<file path="config.mk">
export PLATFORM = sky130hd
export DESIGN_NAME = fpu_addsub_seq_flat
export DESIGN_NICKNAME = d
export VERILOG_FILES = /design/src/rtl/fpu_addsub_seq_if.sv /design/src/rtl/fpu_addsub_seq.sv /design/src/flat_wrapper.sv
export SDC_FILE = /design/constraint.sdc
export NUM_CORES = 1
export LEC_CHECK = 0
export ABC_AREA = 1
export BUFFER_PORTS_ARGS = -buffer_cell sky130_fd_sc_hd__buf_2
export CORE_MARGIN = 3
export CORE_UTILIZATION = 56
export CTS_CLUSTER_DIAMETER = 80
export CTS_CLUSTER_SIZE = 20
export DETAILED_ROUTE_END_ITERATION = 16
export GPL_ROUTABILITY_DRIVEN = 0
export PLACE_DENSITY = 0.79
export SLEW_MARGIN = 20
export SYNTH_ARGS = -nofsm -noshare
export SYNTH_HDL_FRONTEND = slang
export SYNTH_SLANG_ARGS = --single-unit
export TNS_END_PERCENT = 5
</file>
<file path="constraint.sdc">
create_clock -name clk -period 6.1 [get_ports clk]
set_input_delay 0.305 -clock clk [delete_from_list [all_inputs] [get_ports clk]]
set_output_delay 0.305 -clock clk [all_outputs]
set_load 0.01 [all_outputs]
</file>
<file path="src/rtl/fpu_addsub_seq_if.sv">
// Bus-side handshake for the single-precision add/sub sequencer.
// slave: the sequencer. master: the operand/result register side.
interface fpu_addsub_seq_if #(
  parameter int OP_W = 4
);
  logic            start;
  logic [OP_W-1:0] operation;
  logic [31:0]     operand_a;
  logic [31:0]     operand_b;
  logic            end_ack;
  logic [31:0]     result;
  logic [7:0]      status;
  logic            busy;
  logic            cmd_end;

  modport slave (
    input  start, operation, operand_a, operand_b, end_ack,
    output result, status, busy, cmd_end
  );

  modport master (
    output start, operation, operand_a, operand_b, end_ack,
    input  result, status, busy, cmd_end
  );
endinterface

</file>
<file path="src/rtl/fpu_addsub_seq.sv">
// Multi-cycle IEEE-754 single-precision add/sub sequencer.
// Flow: unpack, 1-bit/cycle alignment, 25-bit add/sub, 1-bit/cycle normalise, pack.
// Subnormal inputs are treated as zero; mul/div opcodes finish at once with err set.
// Optional build macro FPU_ROUND_NEAREST_EN: keep guard/round/sticky through alignment
// and round to nearest-even in PACK. Without it, results are truncated.
//
// state  | meaning
// IDLE   | waiting for start
// UNPACK | split captured operands into sign/exponent/mantissa
// ALIGN  | shift smaller-exponent mantissa right one bit per cycle
// ADDSUB | magnitude add or larger-minus-smaller subtract
// NORM   | carry right shift, or left shift one bit per cycle until bit 23 set
// PACK   | range check, optional rounding, build result and status
// DONE   | cmd_end held until end_ack or a new start
module fpu_addsub_seq #(
  parameter int MAX_ALIGN = 26,
  parameter int OP_W      = 4
) (
  input  logic            clk,
  input  logic            arst,
  fpu_addsub_seq_if.slave bus
);

  typedef enum logic [2:0] {
    S_IDLE,
    S_UNPACK,
    S_ALIGN,
    S_ADDSUB,
    S_NORM,
    S_PACK,
    S_DONE
  } state_t;

  localparam logic [7:0] MAX_ALIGN_C = 8'(MAX_ALIGN);

  state_t            state_q;
  logic [31:0]       op_a_q;
  logic [31:0]       op_b_q;
  logic              op_sub_q;
  // working mantissas: [26:3] = 1.frac, [2:0] = guard/round/sticky
  logic [26:0]       ma_q;
  logic [26:0]       mb_q;
  logic signed [9:0] exp_q;
  logic [7:0]        tgt_q;
  logic [7:0]        cnt_q;
  logic              flush_q;
  logic              shift_a_q;
  logic              sign_a_q;
  logic              sign_b_q;
  // [27] = carry out of the add
  logic [27:0]       mant_q;
  logic              sign_r_q;
  logic              zero_q;
  logic [31:0]       result_q;
  logic [7:0]        status_q;
  logic              busy_q;
  logic              cmd_end_q;

  logic [7:0]        ea_d;
  logic [7:0]        eb_d;
  logic [7:0]        diff_d;
  logic [26:0]       ma_d;
  logic [26:0]       mb_d;
  logic              a_ge_b_d;

  logic [26:0]       sm_src_d;
  logic [26:0]       sm_shift_d;
  logic [7:0]        cnt_inc_d;

  logic [27:0]       norm_rs_d;

  logic              round_up_d;
  logic [24:0]       mant_rnd_d;
  logic signed [9:0] exp_rnd_d;
  logic [31:0]       pack_result_d;
  logic [7:0]        pack_status_d;

  assign bus.result  = result_q;
  assign bus.status  = status_q;
  assign bus.busy    = busy_q;
  assign bus.cmd_end = cmd_end_q;

  // Unpack: zero exponent means zero operand, larger exponent becomes the working exponent
  always_comb begin
    ea_d     = op_a_q[30:23];
    eb_d     = op_b_q[30:23];
    ma_d     = (ea_d == 8'd0) ? 27'd0 : {1'b1, op_a_q[22:0], 3'b000};
    mb_d     = (eb_d == 8'd0) ? 27'd0 : {1'b1, op_b_q[22:0], 3'b000};
    a_ge_b_d = (ea_d >= eb_d);
    diff_d   = a_ge_b_d ? (ea_d - eb_d) : (eb_d - ea_d);
  end

  // One alignment step of the smaller operand; the last step flushes it when the gap is too large
  always_comb begin
    sm_src_d   = shift_a_q ? ma_q : mb_q;
    cnt_inc_d  = cnt_q + 8'd1;
    sm_shift_d = {1'b0, sm_src_d[26:2], sm_src_d[1] | sm_src_d[0]};
`ifdef FPU_ROUND_NEAREST_EN
    if (flush_q && (cnt_inc_d == tgt_q)) begin
      sm_shift_d = {26'd0, |sm_src_d};
    end
`else
    sm_shift_d[2:0] = 3'b000;
    if (flush_q && (cnt_inc_d == tgt_q)) begin
      sm_shift_d = 27'd0;
    end
`endif
  end

  // Carry normalisation: one right shift, folding the dropped bit into sticky when rounding
  always_comb begin
    norm_rs_d = {1'b0, mant_q[27:2], mant_q[1] | mant_q[0]};
`ifdef FPU_ROUND_NEAREST_EN
`else
    norm_rs_d[2:0] = 3'b000;
`endif
  end

  // Pack: optional round-to-nearest-even, re-normalise a rounding carry, exponent range check
  always_comb begin
`ifdef FPU_ROUND_NEAREST_EN
    round_up_d = mant_q[2] & (mant_q[1] | mant_q[0] | mant_q[3]);
`else
    round_up_d = 1'b0;
`endif
    mant_rnd_d = {1'b0, mant_q[26:3]} + {24'd0, round_up_d};
    exp_rnd_d  = exp_q;
    if (mant_rnd_d[24]) begin
      mant_rnd_d = {1'b0, mant_rnd_d[24:1]};
      exp_rnd_d  = exp_q + 10'sd1;
    end
    if (zero_q) begin
      pack_result_d = 32'd0;
      pack_status_d = 8'h08;
    end else if (exp_rnd_d >= 10'sd255) begin
      pack_result_d = {sign_r_q, 8'hFF, 23'd0};
      pack_status_d = {3'b000, sign_r_q, 4'b0010};
    end else if (exp_rnd_d <= 10'sd0) begin
      pack_result_d = 32'd0;
      pack_status_d = 8'h0C;
    end else begin
      pack_result_d = {sign_r_q, exp_rnd_d[7:0], mant_rnd_d[22:0]};
      pack_status_d = {3'b000, sign_r_q, 4'b0000};
    end
  end

  // Sequencer FSM with registered result/status/busy/cmd_end
  always_ff @(posedge clk) begin
    if (arst) begin
      state_q   <= S_IDLE;
      result_q  <= 32'd0;
      status_q  <= 8'd0;
      busy_q    <= 1'b0;
      cmd_end_q <= 1'b0;
    end else begin
      case (state_q)
        S_IDLE, S_DONE: begin
          if (bus.start) begin
            if (bus.operation[OP_W-1:1] == '0) begin
              op_a_q    <= bus.operand_a;
              op_b_q    <= bus.operand_b;
              op_sub_q  <= bus.operation[0];
              busy_q    <= 1'b1;
              cmd_end_q <= 1'b0;
              state_q   <= S_UNPACK;
            end else begin
              result_q  <= 32'd0;
              status_q  <= 8'h01;
              cmd_end_q <= 1'b1;
              state_q   <= S_DONE;
            end
          end else if ((state_q == S_DONE) && bus.end_ack) begin
            cmd_end_q <= 1'b0;
            state_q   <= S_IDLE;
          end
        end

        S_UNPACK: begin
          ma_q      <= ma_d;
          mb_q      <= mb_d;
          sign_a_q  <= op_a_q[31];
          sign_b_q  <= op_b_q[31] ^ op_sub_q;
          exp_q     <= {2'b00, (a_ge_b_d ? ea_d : eb_d)};
          shift_a_q <= ~a_ge_b_d;
          cnt_q     <= 8'd0;
          flush_q   <= (diff_d > MAX_ALIGN_C);
          tgt_q     <= (diff_d > MAX_ALIGN_C) ? MAX_ALIGN_C : diff_d;
          state_q   <= (diff_d == 8'd0) ? S_ADDSUB : S_ALIGN;
        end

        S_ALIGN: begin
          if (shift_a_q) begin
            ma_q <= sm_shift_d;
          end else begin
            mb_q <= sm_shift_d;
          end
          cnt_q <= cnt_inc_d;
          if (cnt_inc_d == tgt_q) begin
            state_q <= S_ADDSUB;
          end
        end

        S_ADDSUB: begin
          zero_q <= 1'b0;
          if (sign_a_q == sign_b_q) begin
            mant_q   <= {1'b0, ma_q} + {1'b0, mb_q};
            sign_r_q <= sign_a_q;
          end else if (ma_q > mb_q) begin
            mant_q   <= {1'b0, ma_q - mb_q};
            sign_r_q <= sign_a_q;
          end else if (mb_q > ma_q) begin
            mant_q   <= {1'b0, mb_q - ma_q};
            sign_r_q <= sign_b_q;
          end else begin
            mant_q   <= 28'd0;
            sign_r_q <= 1'b0;
          end
          state_q <= S_NORM;
        end

        S_NORM: begin
          if (mant_q == 28'd0) begin
            zero_q  <= 1'b1;
            state_q <= S_PACK;
          end else if (mant_q[27]) begin
            mant_q <= norm_rs_d;
            exp_q  <= exp_q + 10'sd1;
          end else if (!mant_q[26]) begin
            mant_q <= {mant_q[26:0], 1'b0};
            exp_q  <= exp_q - 10'sd1;
          end else begin
            state_q <= S_PACK;
          end
        end

        S_PACK: begin
          result_q  <= pack_result_d;
          status_q  <= pack_status_d;
          busy_q    <= 1'b0;
          cmd_end_q <= 1'b1;
          state_q   <= S_DONE;
        end

        default: state_q <= S_IDLE;
      endcase
    end
  end

endmodule

</file>
<file path="src/flat_wrapper.sv">
// flat-port wrapper written by rule: the top's interface ports become plain ports
module fpu_addsub_seq_flat 
#(
  parameter int MAX_ALIGN = 26,
  parameter int OP_W      = 4
)
  (clk, arst, bus_start, bus_operation, bus_operand_a, bus_operand_b, bus_end_ack, bus_result, bus_status, bus_busy, bus_cmd_end);
  fpu_addsub_seq_if #(.OP_W(OP_W)) bus_i ();
  input  logic clk;
  input  logic arst;
  input wire logic [$bits(bus_i.start)-1:0] bus_start;
  input wire logic [$bits(bus_i.operation)-1:0] bus_operation;
  input wire logic [$bits(bus_i.operand_a)-1:0] bus_operand_a;
  input wire logic [$bits(bus_i.operand_b)-1:0] bus_operand_b;
  input wire logic [$bits(bus_i.end_ack)-1:0] bus_end_ack;
  output wire logic [$bits(bus_i.result)-1:0] bus_result;
  output wire logic [$bits(bus_i.status)-1:0] bus_status;
  output wire logic [$bits(bus_i.busy)-1:0] bus_busy;
  output wire logic [$bits(bus_i.cmd_end)-1:0] bus_cmd_end;
  assign bus_i.start = bus_start;
  assign bus_i.operation = bus_operation;
  assign bus_i.operand_a = bus_operand_a;
  assign bus_i.operand_b = bus_operand_b;
  assign bus_i.end_ack = bus_end_ack;
  assign bus_result = bus_i.result;
  assign bus_status = bus_i.status;
  assign bus_busy = bus_i.busy;
  assign bus_cmd_end = bus_i.cmd_end;
  fpu_addsub_seq #(.MAX_ALIGN(MAX_ALIGN), .OP_W(OP_W)) u_core (.clk(clk), .arst(arst), .bus(bus_i));
endmodule
</file>
### Word level (Yosys, flattened, before mapping)

Cells that the tools add are included.
Widths: inputs -> output; s select.

| word-level totals | value |
|---|---|
| register bits after elaboration | 224 |
| latch bits | 0 |
| RAM bits | 0 |
| ROM bits | 0 |
| bits of input ports | 72 |
| logic and storage cells | 140 |
| memories kept | 0 |

| operators by class | value |
|---|---|
| $add $sub $neg | 8 |
| multiply operators | 0 |
| divide/modulo/power cells | 0 |
| order comparisons | 6 |
| eq/ne operators | 20 |
| shift-type cells | 0 |
| mux-type cells | 55 |
| bitwise operators | 3 |
| reduce and logical (&&, ||, !) cells | 27 |

Operator list:

| kind | number |
|---|---|
| $mux 27 | 7 |
| $mux 32 | 5 |
| $mux 28 | 4 |
| $pmux 27 s2 | 2 |
| $pmux 32 s2 | 1 |
| $pmux 28 s2 | 1 |
| $gt 27x27->1 | 2 |
| $sub 27x27->27 | 2 |
| $mux 8 | 6 |
| $pmux 8 s2 | 2 |
| $mux 10 | 3 |
| $add 27x27->28 | 1 |
| $logic_not 28->1 | 1 |
| $mux 26 | 1 |
| $logic_not 8->1 | 3 |
| $mux 3 | 7 |
| $pmux 10 s2 | 1 |
| $pmux 3 s6 | 1 |
| $reduce_and 3->1 | 6 |
| $reduce_and 4->1 | 4 |
| $sub 8x8->8 | 2 |
| $add 10x2->10 const B | 1 |
| $ge 10x9->1 const B | 1 |
| $le 10x1->1 const B | 1 |
| other kinds (24) | 54 |

### Depth between registers and ports, before layout

| depth | value |
|---|---|
| depth after elaboration | 6 |
| gate-level depth with buffers | 20 |
| gate-level depth less buffers | 19 |

### Worst setup path before layout

Ideal clock, no wire load.

| timing path | value |
|---|---|
| path kind | register to register |
| start | reg u_core.state_q[0] |
| end | reg u_core.op_a_q[0], enable pin |
| setup time | 0.568 ns |
| arrival | 5.250 ns |
| path slack | 0.282 ns |
| stages on the path, launching flop included | 6 |
| buffers on the path | 0 |
| period minus slack after synthesis | 5.818 ns |
| cells stage by stage | dfxtp_1 -> nor2_1 -> inv_1 -> o21ai_0 -> nand2_1 -> nor3_1 |

| on the way | value |
|---|---|
| longest elaborated chain between the ends | 3 |
| elaborated cells on any way between the ends | 4 |

Ends and longest elaborated chain:

| what | RTL line | source |
|---|---|---|
| from (decl) | fpu_addsub_seq.sv:36 | `state_t state_q;` |
| from (signal assigned) | fpu_addsub_seq.sv:188 | `state_q <= (diff_d == 8'd0) ? S_ADDSUB : S_ALIGN;` |
| $eq 3x3->1 or $logic_not 3->1 (tied branches) | fpu_addsub_seq.sv:156 | `case (state_q)` |
| $reduce_or 2->1 (*) | fpu_addsub_seq.sv:156 |  |
| $reduce_and 4->1 (no source line) (*) | - |  |
| to (signal assigned) | fpu_addsub_seq.sv:160 | `op_a_q <= bus.operand_a;` |
| to (decl) | fpu_addsub_seq.sv:37 | `logic [31:0] op_a_q;` |

Every way passes the cells marked *; elsewhere a longest branch is shown, timed or not.
A chain may end at the register's enable or synchronous reset.

### Worst setup path in the final report

| timing path | value |
|---|---|
| start | reg u_core.mb_q[9] |
| end | reg u_core.mant_q[20] (data pin) |

| on the way | value |
|---|---|
| longest elaborated chain between the ends | 5 |
| elaborated cells on any way between the ends | 9 |

Ends and longest elaborated chain:

| what | RTL line | source |
|---|---|---|
| from (decl) | fpu_addsub_seq.sv:42 | `logic [26:0] mb_q;` |
| from (signal assigned) | fpu_addsub_seq.sv:180 | `mb_q <= mb_d;` |
| from (signal assigned) | fpu_addsub_seq.sv:195 | `mb_q <= sm_shift_d;` |
| $sub 27x27->27 or $gt 27x27->1 (tied branches) | fpu_addsub_seq.sv:212, fpu_addsub_seq.sv:211 |  |
| $mux 27 | fpu_addsub_seq.sv:211 | `end else if (mb_q > ma_q) begin` |
| $mux 28 | fpu_addsub_seq.sv:208 | `end else if (ma_q > mb_q) begin` |
| $mux 28 (*) | fpu_addsub_seq.sv:205 | `if (sign_a_q == sign_b_q) begin` |
| $pmux 28 s2 (*) | fpu_addsub_seq.sv:156 |  |
| to (signal assigned) | fpu_addsub_seq.sv:206 | `mant_q <= {1'b0, ma_q} + {1'b0, mb_q};` |
| to (signal assigned) | fpu_addsub_seq.sv:209 | `mant_q <= {1'b0, ma_q - mb_q};` |
| to (signal assigned) | fpu_addsub_seq.sv:212 | `mant_q <= {1'b0, mb_q - ma_q};` |
| to (decl) | fpu_addsub_seq.sv:51 | `logic [27:0] mant_q;` |

Marked as above.

==> reports/results.txt <==
Worst r2r path cells: 17
Top-area cell type share of the netlist area: 32.8%
Slew @ Worst Pin: 1090 ps
Flops & latches, synth: 212
Layout cells sized above 1: 8.86%
Global Route Usage Sum: 29.0%
Max Cap Viol: 0
Worst VDD drop: 309 uV
Min-Delay Endpoint: u_core.op_b_q[0]
H-tree level count: 1
EDFF count, synth: 171
Antenna fix cells: 0
Core Util, Final: 63.9%
Relative slew slack: 27.2%
Routed WL per cell: 16.7 um
Worst r2r src: u_core.mb_q[9]
Post-CTS Resized: 0
Clock transition at path regs: 90 ps
Crit path max fanout: 7
Static leakage: 8.54 nW
Final ANT Viol Nets: 0
CTS buffer count: 15
Largest net degree at the start of global routing: 66
IO Port Bufs: 110
Worst Hold Class: input port to flop
HP Start: bus_operand_b[0]
Initial DRC Count: 1795
Die Area: 0.0300 mm^2
Asr flop ratio synth: 0%
Clk buf depth: 3
CP Class: flop to flop
Critical R2R Capture: u_core.mant_q[20]
Core area: 0.0272 mm^2
Starting density of the core: 57.5%
Die W: 173 um
Wirelength, routed: 44500 um
Root Driver: clkbuf_16
Dominant cell type by area after synthesis: edfxtp_1
Final setup viols: 0
Nets: 2471
Number of vias per cell: 5.65
Pwr per Cell Area: 296 mW/mm^2
Unique cell type count in the Yosys netlist: 49
Total Power: 5.14 mW
Fillers: 2408
Top post-synthesis cells by area: edfxtp_1 (33%), nand2_1 (19%), inv_1 (7.9%), ha_1 (7.7%), dfxtp_1 (5.2%)
Min cycle time layout: 3320 ps
Commonest non-fill, non-tap cell in the layout: nand2_1
Outcome: complete, no violations
Number of global-route vias before repair: 14100
Clock sink total: 212
DP HPWL: 33200 um
Mapped Cells: 2163
Final setup TNS: 0 ps
CP endpoint kind: flop
Num rows: 60
Max Slew Vio Count: 0
Mean Syn Cell Area: 7.23 um^2
Kind of start point of the critical path: flop
Worst skew pair latency: 500 ps
WHS Path Cells: 1
Drt first pass iters: 6
Detailed-route DRC error count: 0
Mapped Area: 0.0156 mm^2
Clock Skew: 25.0 ps
Grt ovf: 0
Required @ worst endpoint: 6340 ps
Via count: 15100
Final hold slack: 16.5 ps
Fmax: 302 MHz
CTS tree: built
WP data arrival: 3560 ps
IO Count: 114
Final hold viol count: 0
Most used DFF post-synth: edfxtp_1
RSZ-0062 raised after global routing: false
Initial antenna violation count: 0
Chip height: 173 um
Final period utilization: 54.4%
Yosys warning count: 0
First-pass GRT wire length: 71300 um
Synthesis-to-layout area growth: 11.0%
Seq/Total Area, Yosys: 38.1%
Commonest cells after routing, fill and taps aside: nand2_1 (779), inv_1 (331), edfxtp_1 (171), nand3_1 (128), nor2_1 (118)
Flop2flop setup slack: 2780 ps
-- metal layers --
layer / track usage (%) / share of wire [%] / vias up
li1: - / - / 7214
met1: 38.3 / 40 / 6801
met2: 45.6 / 44 / 892
met3: 5.97 / 11 / 213
met4: 13.8 / 5.6 / 0
met5: 0 / 0 / -
-- power breakdown --
group,internal (mW),total (mW),switching (mW)
clock,0.460,0.954,0.494
combinational,0.685,2.29,1.60
sequential,1.79,1.90,0.107
-- cell families (layout without fill, tap and decap cells) --
kind of cell               Yosys count  count (layout)  synth area share, %
AOI/OAI and AO/OA                  265             265                 9.80
xor gates and xnor gates            31              31                 1.78
adders and majority gates          102             102                 8.45
buffers and inverters              409             543                 10.9
DFF                                212             212                 38.1
other                                1               7               0.0240
and+or+nand+nor                   1143            1143                 30.9
-- what timing repair did --
item | 4_1_cts | 5_1_grt
hold buffers | 60 | 1
hold endpoints to repair | 60 | 1
setup buffers | 0 | 0
-- synthesized netlist by cell type, types with 2 or more instances --
cell        n
nand2_1   779
inv_1     330
edfxtp_1  171
nand3_1   128
nor2_1    118
a21oi_1   116
ha_1       96
o21ai_0    56
nand4_1    42
dfxtp_1    41
o22ai_1    32
clkbuf_1   24
xor2_1     22
buf_4      18
nor3_1     16
buf_2      15
a221oi_1   12
buf_6      12
nand2_2    10
nor4_1     10
a21oi_2     9
a31oi_1     9
nand3_2     8
o21ai_1     8
xnor2_1     8
nor2_2      7
nor2_4      7
clkinv_1    6
fa_1        6
nand2_4     6
nand3b_1    5
or2_2       5
a21o_1      4
inv_2       4
a211oi_1    3
o21bai_1    3
a21boi_0    2
a22oi_1     2
o211ai_1    2
o21ai_2     2
-- layout make-up --
type | instances | area [um^2] | area share, %
multi-input cells | 1548 | 8010 | 46.1
flip-flops and latches | 212 | 5960 | 34.3
inverters | 340 | 1280 | 7.35
repair buffers | 180 | 1230 | 7.08
well taps | 372 | 465 | 2.68
clock buffers | 18 | 387 | 2.23
clock inverters | 5 | 37.5 | 0.216
-- worst max-delay path: stages, from the launching register on --
cell      delay, ps
edfxtp_1        380
inv_1            70
ha_1            530
nand2_1         180
nor2_1          560
nand3_1         240
nand3_1         310
nand2_1         130
nand2_1          80
nand2_1          40
nand2_1          70
inv_1            40
nand2_1          50
nand2_1          50
nand2_1          60
nand2_1         120
nand2_1          80
nand2_1          60
-- stage by stage --
stage | instance area (um^2) | setup WS (ps) | std cells
3_3_place_gp | 16300 | 3020 | 2591
5_1_grt | 17400 | 2620 | 2675
3_5_place_dp | 16300 | 2900 | 2591
6_report | 17400 | 2780 | 2675
2_1_floorplan | 15700 | 282 | 2169
4_1_cts | 17300 | 2890 | 2674
-- sequential cells by signal, summed over array words and instances (netlist names) --
register	count
u_core.op_sub_q	1
u_core.bus.result	32
u_core.state_q	3
u_core.bus.cmd_end	1
u_core.sign_a_q	1
u_core.tgt_q	8
u_core.shift_a_q	1
u_core.op_b_q	32
u_core.cnt_q	8
u_core.ma_q	24
u_core.zero_q	1
u_core.bus.status	4
u_core.sign_r_q	1
u_core.sign_b_q	1
u_core.bus.busy	1
u_core.flush_q	1
u_core.mb_q	24
u_core.mant_q	26
u_core.op_a_q	32
u_core.exp_q	10
-- worst max-delay path by stage --
| stage | from | endpoint | slack (ps) |
|---|---|---|---|
| global placement | u_core.mb_q[11] | u_core.mant_q[20] | 3020 |
| finish | u_core.mb_q[9] | u_core.mant_q[20] | 2780 |
| CTS | u_core.mant_q[27] | u_core.exp_q[7] | 2890 |
| floorplan | u_core.state_q[0] | u_core.op_a_q[0] | 280 |
| detailed placement | u_core.mant_q[27] | u_core.exp_q[7] | 2900 |
| global route | u_core.mant_q[27] | u_core.exp_q[7] | 2620 |
Note: power is estimated with default switching activity, not from simulation.
